===== config.mk =====
export PLATFORM = sky130hd
export DESIGN_NAME = apu_frame_counter
export DESIGN_NICKNAME = d
export VERILOG_FILES = /design/src/rtl/apu_frame_counter.sv
export SDC_FILE = /design/constraint.sdc
export NUM_CORES = 1
export LEC_CHECK = 0
export ABC_CLOCK_PERIOD_IN_PS = 2600
export BUFFER_PORTS_ARGS = -buffer_cell sky130_fd_sc_hd__buf_2
export CAP_MARGIN = 10
export CORE_MARGIN = 2
export CORE_UTILIZATION = 55
export CTS_CLUSTER_SIZE = 25
export DETAILED_ROUTE_END_ITERATION = 8
export HOLD_SLACK_MARGIN = 0.06
export PLACE_DENSITY = 0.76
export SETUP_SLACK_MARGIN = 0.1
export SYNTH_ARGS = -nofsm -noshare
export SYNTH_HDL_FRONTEND = slang
export SYNTH_SLANG_ARGS = --single-unit

===== constraint.sdc =====
create_clock -name clk -period 2.6 [get_ports clk]
set_input_delay 0.13 -clock clk [delete_from_list [all_inputs] [get_ports clk]]
set_output_delay 0.13 -clock clk [all_outputs]
set_load 0.02 [all_outputs]

===== src/rtl/apu_frame_counter.sv =====
`default_nettype none
// ============================================================================
// Module      : apu_frame_counter
// Description : APU frame sequencer ($4017). Counts APU cycles (ce) and emits
//               quarter-frame / half-frame clock pulses to the channel blocks
//               in either the 4-step (mode 0) or 5-step (mode 1) sequence,
//               and optionally raises the frame IRQ at the end of a 4-step
//               frame.
//
// Ports       : clk       - system clock, all flops on its rising edge
//               n_reset   - asynchronous active-low reset
//               ce        - APU-cycle enable, one clk wide
//               wr        - $4017 write strobe, one clk wide
//               wr_data   - [7] mode (1 = 5-step), [6] IRQ inhibit, [5:0] unused
//               status_rd - $4015 read strobe (acknowledges the frame IRQ)
//               quarter   - one-clk quarter-frame pulse
//               half      - one-clk half-frame pulse
//               irq_flag  - frame IRQ flag ($4015 bit 6)
//               n_irq     - active-low IRQ request, always ~irq_flag
//
// Config      : define APU_FRAME_IRQ_EN to build the frame IRQ logic. Without
//               it irq_flag is tied low, n_irq high, and wr_data[6] and
//               status_rd are ignored.
//
// Revision    : 1.0 - initial release
// ============================================================================
module apu_frame_counter #(
    parameter int CNT_W = 15
) (
    input  logic       clk,
    input  logic       n_reset,
    input  logic       ce,
    input  logic       wr,
    input  logic [7:0] wr_data,
    input  logic       status_rd,
    output logic       quarter,
    output logic       half,
    output logic       irq_flag,
    output logic       n_irq
);

    typedef enum logic {
        MODE_4STEP = 1'b0,
        MODE_5STEP = 1'b1
    } mode_e;

    // Step positions in APU cycles from the start of the frame.
    localparam logic [CNT_W-1:0] c_STEP_1    = CNT_W'(3728);
    localparam logic [CNT_W-1:0] c_STEP_2    = CNT_W'(7456);
    localparam logic [CNT_W-1:0] c_STEP_3    = CNT_W'(11185);
    localparam logic [CNT_W-1:0] c_STEP_4_M0 = CNT_W'(14914);
    localparam logic [CNT_W-1:0] c_STEP_4_M1 = CNT_W'(18640);

    logic [CNT_W-1:0] cnt_q, cnt_d;
    mode_e            mode_q, mode_d;
    mode_e            pend_mode_q, pend_mode_d;
    logic             pend_q, pend_d;
    logic             quarter_q, quarter_d;
    logic             half_q, half_d;

    logic [CNT_W-1:0] w_limit;
    logic             w_last;
    logic             w_wrap;
    logic             w_hit_q;
    logic             w_hit_h;
    logic             w_unused;

    // ------------------------------------------------------------------------
    // Step decode on the current count
    // ------------------------------------------------------------------------
    assign w_limit = (mode_q == MODE_5STEP) ? c_STEP_4_M1 : c_STEP_4_M0;
    assign w_last  = (cnt_q == w_limit);
    // Wrap on >= so an out-of-range count can never run past the frame end.
    assign w_wrap  = (cnt_q >= w_limit);

    always_comb begin
        w_hit_q = 1'b0;
        w_hit_h = 1'b0;
        if (cnt_q == c_STEP_1 || cnt_q == c_STEP_3) begin
            w_hit_q = 1'b1;
        end
        if (cnt_q == c_STEP_2 || w_last) begin
            w_hit_q = 1'b1;
            w_hit_h = 1'b1;
        end
    end

    // ------------------------------------------------------------------------
    // Sequencer next state
    // ------------------------------------------------------------------------
    always_comb begin
        cnt_d       = cnt_q;
        mode_d      = mode_q;
        pend_d      = pend_q;
        pend_mode_d = pend_mode_q;
        quarter_d   = 1'b0;
        half_d      = 1'b0;

        if (ce) begin
            if (pend_q) begin
                // Deferred $4017 write: restart the frame, no normal step.
                // Entering 5-step mode clocks the units immediately.
                mode_d    = pend_mode_q;
                cnt_d     = '0;
                pend_d    = 1'b0;
                quarter_d = (pend_mode_q == MODE_5STEP);
                half_d    = (pend_mode_q == MODE_5STEP);
            end else begin
                quarter_d = w_hit_q;
                half_d    = w_hit_h;
                cnt_d     = w_wrap ? '0 : cnt_q + 1'b1;
            end
        end

        // A write on the same edge as an apply re-arms for the next ce edge.
        if (wr) begin
            pend_d      = 1'b1;
            pend_mode_d = mode_e'(wr_data[7]);
        end
    end

    always_ff @(posedge clk or negedge n_reset) begin
        if (!n_reset) begin
            cnt_q       <= '0;
            mode_q      <= MODE_4STEP;
            pend_q      <= 1'b0;
            pend_mode_q <= MODE_4STEP;
            quarter_q   <= 1'b0;
            half_q      <= 1'b0;
        end else begin
            cnt_q       <= cnt_d;
            mode_q      <= mode_d;
            pend_q      <= pend_d;
            pend_mode_q <= pend_mode_d;
            quarter_q   <= quarter_d;
            half_q      <= half_d;
        end
    end

    assign quarter = quarter_q;
    assign half    = half_q;

    // ------------------------------------------------------------------------
    // Frame IRQ
    // ------------------------------------------------------------------------
`ifdef APU_FRAME_IRQ_EN
    logic inhibit_q, inhibit_d;
    logic pend_inh_q, pend_inh_d;
    logic irq_q, irq_d;
    logic w_irq_set;

    // Raised on the last step of a 4-step frame; never on an apply edge.
    assign w_irq_set = ce & ~pend_q & (mode_q == MODE_4STEP) & w_last & ~inhibit_q;

    always_comb begin
        inhibit_d  = inhibit_q;
        pend_inh_d = pend_inh_q;
        irq_d      = irq_q;

        if (ce && pend_q) begin
            inhibit_d = pend_inh_q;
        end
        if (wr) begin
            pend_inh_d = wr_data[6];
        end

        // Setting takes priority over any acknowledge on the same edge.
        if (w_irq_set) begin
            irq_d = 1'b1;
        end else if (status_rd || (wr && wr_data[6])) begin
            irq_d = 1'b0;
        end
    end

    always_ff @(posedge clk or negedge n_reset) begin
        if (!n_reset) begin
            inhibit_q  <= 1'b0;
            pend_inh_q <= 1'b0;
            irq_q      <= 1'b0;
        end else begin
            inhibit_q  <= inhibit_d;
            pend_inh_q <= pend_inh_d;
            irq_q      <= irq_d;
        end
    end

    assign irq_flag = irq_q;
    assign n_irq    = ~irq_q;
    assign w_unused = ^wr_data[5:0];
`else
    assign irq_flag = 1'b0;
    assign n_irq    = 1'b1;
    assign w_unused = ^{wr_data[6:0], status_rd};
`endif

endmodule
`default_nettype wire


==> impl_metrics.toml <==
[outcome]
status = "finished clean"

[timing]
finalHoldViolCount = 0
drv_slew = 0
whs_ns = 0.205
fin_tns_setup_ns = 0
fmax_mhz = 401
max_slew_margin = 0.636
worst_pin_slew_ns = 0.538
rsz0062_at_grt = "no"
period_needed_ns = 2.49
fin_skew_ns = 0.00171
setup_viol = 0
period_share = 0.959

[yosys]
yosysTopAreaCellShare = 0.366
synth_ff_type = "dfrtp_1"
netlist_area_um2 = 1370
syn-num-nets = 174
syn_avg_cell_area_um2 = 9.06
synth_seq_area_share = 0.366
async_flop_share = 1.00
synthTopCellsByCount = "dfrtp_1, nand2_1, nor2_1, o21ai_0"
synth_warnings = 0
synth_cell_type_count = 41
yosysTopAreaCell = "dfrtp_1"
synth-seq-cells = 20
syn_inst = 151
synth.most_common_cell = "dfrtp_1"
synth-edff-count = 0
synth_area_leaders = "dfrtp_1, ha_1, a21o_1, o21ai_0, nand2_1"

[routing]
wire_per_inst_um = 17.6
vias = 1246
vias_per_cell = 6.59
post-route-drc-count = 0
drt_wl_total_um = 3330
dr.pass1.iters = 5
ant_nets = 0
drtIter0Drc = 38

[die]
initial_core_util = 0.567
rows = 18
die_x_um = 53.9
die_h_um = 53.9
io_pins = 17
die_area_um2 = 2900
coreArea_um2 = 2410

[critical_path]
arrival_ns = 2.70
r2r_end = "cnt_q[10]"
worstSetupEndpointType = "register"
required_ns = 2.81
max_stage_delay_ns = 0.46
path_class = "reg2reg"
cp_max_fo = 14
reg2regPathDepth = 8
crit_buf_inv = 2
startpoint_type = "register"
r2r_start = "mode_q"
startpoint = "mode_q"
crit_chain = "inv_1, ha_1, and4_1, nor3b_2, buf_4, a211o_2, o21ai_0, a21o_1"
critical_path.top_delay_family = "compound AO/OA/AOI/OAI gates"
r2r_slack_ns = 0.11
cpMaxStageDelayCell = "dfrtp_1"

[layout]
nNetsFinal = 183
fin_area_um2 = 1490
multiInputGateArea_um2 = 826
nFillCells = 206
drive_gt1_frac = 0.138
seq_area_um2 = 500
diodes = 0
stdcell_count = 189
area_delta_synth_final_pct = 8.69

[clock_network]
clkTransAtPathRegs_ns = 0.11
clock_latency_ns = 0.30
clockBufferDepth = 2
numCtsBuffers = 3
postCtsSetupBuffers = 0
cts.sinks = 20
tritoncts = "built"
ctsRootBufferMaster = "clkbuf_4"
htree_num_levels = 1

[min_path]
hold_end = "cnt_q[0]"
hp-start = "ce"
hold_class = "in2reg"
min_delay_path_depth = 2

[place]
dpl_cell_area_um2 = 1390
placed_cells = 181
dp_hpwl_um = 2180
io_buffers = 6
gp_congestion = 0.855

[grt]
first_global_vias = 1104
grt_max_degree = 21
overflow = 0
grt_pass1_wl_um = 4950
antenna_found_initial = 0
track_usage = 0.232

[power]
powerDensity_nw_per_um2 = 432
peakVddDrop_mv = 0.454
power.total_w = 0.000643
power_leakage_nw = 0.712

[job]
drv_cap = 0
[area by class of cell]
class,instances,area share
well taps,30,0.0253
flip-flops and latches,20,0.337
repair buffers,10,0.0455
multi-input cells,120,0.556
inverters,5,0.0126
clock buffers,4,0.0244
[where the power goes]
| group | switching [W] | internal, W | total [W] | leakage [nW] |
|---|---|---|---|---|
| Clock | 0.0000993 | 0.0000855 | 0.000185 | 0.0210 |
| Sequential | 0.0000135 | 0.000322 | 0.000336 | 0.268 |
| Combinational | 0.0000773 | 0.0000447 | 0.000122 | 0.423 |
| Total | 0.000190 | 0.000453 | 0.000643 | 0.712 |
[worst max path at each step]
| stage | to | slack, ns | cells after the start |
|---|---|---|---|
| floorplan | cnt_q[5] | 0.51 | 8 |
| finish | cnt_q[10] | 0.11 | 8 |
| CTS | cnt_q[14] | 0.14 | 7 |
| global placement | cnt_q[14] | 0.26 | 7 |
| global route | cnt_q[8] | 0.07 | 8 |
| detailed placement | cnt_q[14] | 0.16 | 7 |
[metrics by stage]
step                      utilization  worst slack, ns
after floorplan                     -            0.512
after global placement          0.577            0.262
after detailed placement        0.577            0.165
after CTS                       0.605            0.143
after global routing            0.617           0.0705
final                           0.617            0.108
[worst register-to-register path, cell delays in order, from the launching register on]
cell and delay, ns:
dfrtp_1 0.46, inv_1 0.15, ha_1 0.36, and4_1 0.27
nor3b_2 0.33, buf_4 0.19, a211o_2 0.28, o21ai_0 0.16
a21o_1 0.19
[cell usage in the layout (no fill, tap or decap), types with 3 or more instances in the layout]
| cell type | netlist | routed |
|---|---|---|
| dfrtp_1 | 20 | 20 |
| nand3_1 | 5 | 5 |
| nor4_1 | 6 | 5 |
| inv_1 | 5 | 5 |
| o21ai_0 | 11 | 11 |
| nand2_1 | 12 | 12 |
| ha_1 | 10 | 10 |
| nor3_1 | 8 | 8 |
| buf_2 | 2 | 6 |
| nand2b_1 | 3 | 3 |
| clkbuf_4 | 0 | 3 |
| a21o_1 | 10 | 10 |
| nor3b_1 | 4 | 3 |
| dlygate4sd3_1 | 0 | 3 |
| nor2_1 | 11 | 11 |
| nand4_1 | 4 | 4 |
[cells by family (layout without fill, tap and decap cells)]
family,after synthesis,in the layout,share of synthesized area
fa+ha+maj,10,10,0.0915
compound gates,37,38,0.189
flops,20,20,0.366
mux,4,4,0.0311
other cells,2,2,0.00549
simple gates,66,66,0.265
buf+inv,12,19,0.0512
[routing by layer]
| layer | routed length (um) | GRT usage |
|---|---|---|
| met4 | 53 | 0.0769 |
| met1 | 1470 | 0.317 |
| met2 | 1640 | 0.368 |
| met3 | 168 | 0.0417 |
| met5 | 0 | 0 |
[flip-flops by register name, indices dropped and copies added (netlist names)]
signal and count:
cnt_q 15, half 1, mode_q 1, pend_mode_q 1, pend_q 1, quarter 1
[what timing repair did]
action                                  CTS  global route
endpoints found under the setup margin    0            10
endpoints found under the hold margin    22             0
resized for setup                         0             4
hold buffers                              3             0
Note: power is estimated with default switching activity, not from simulation.
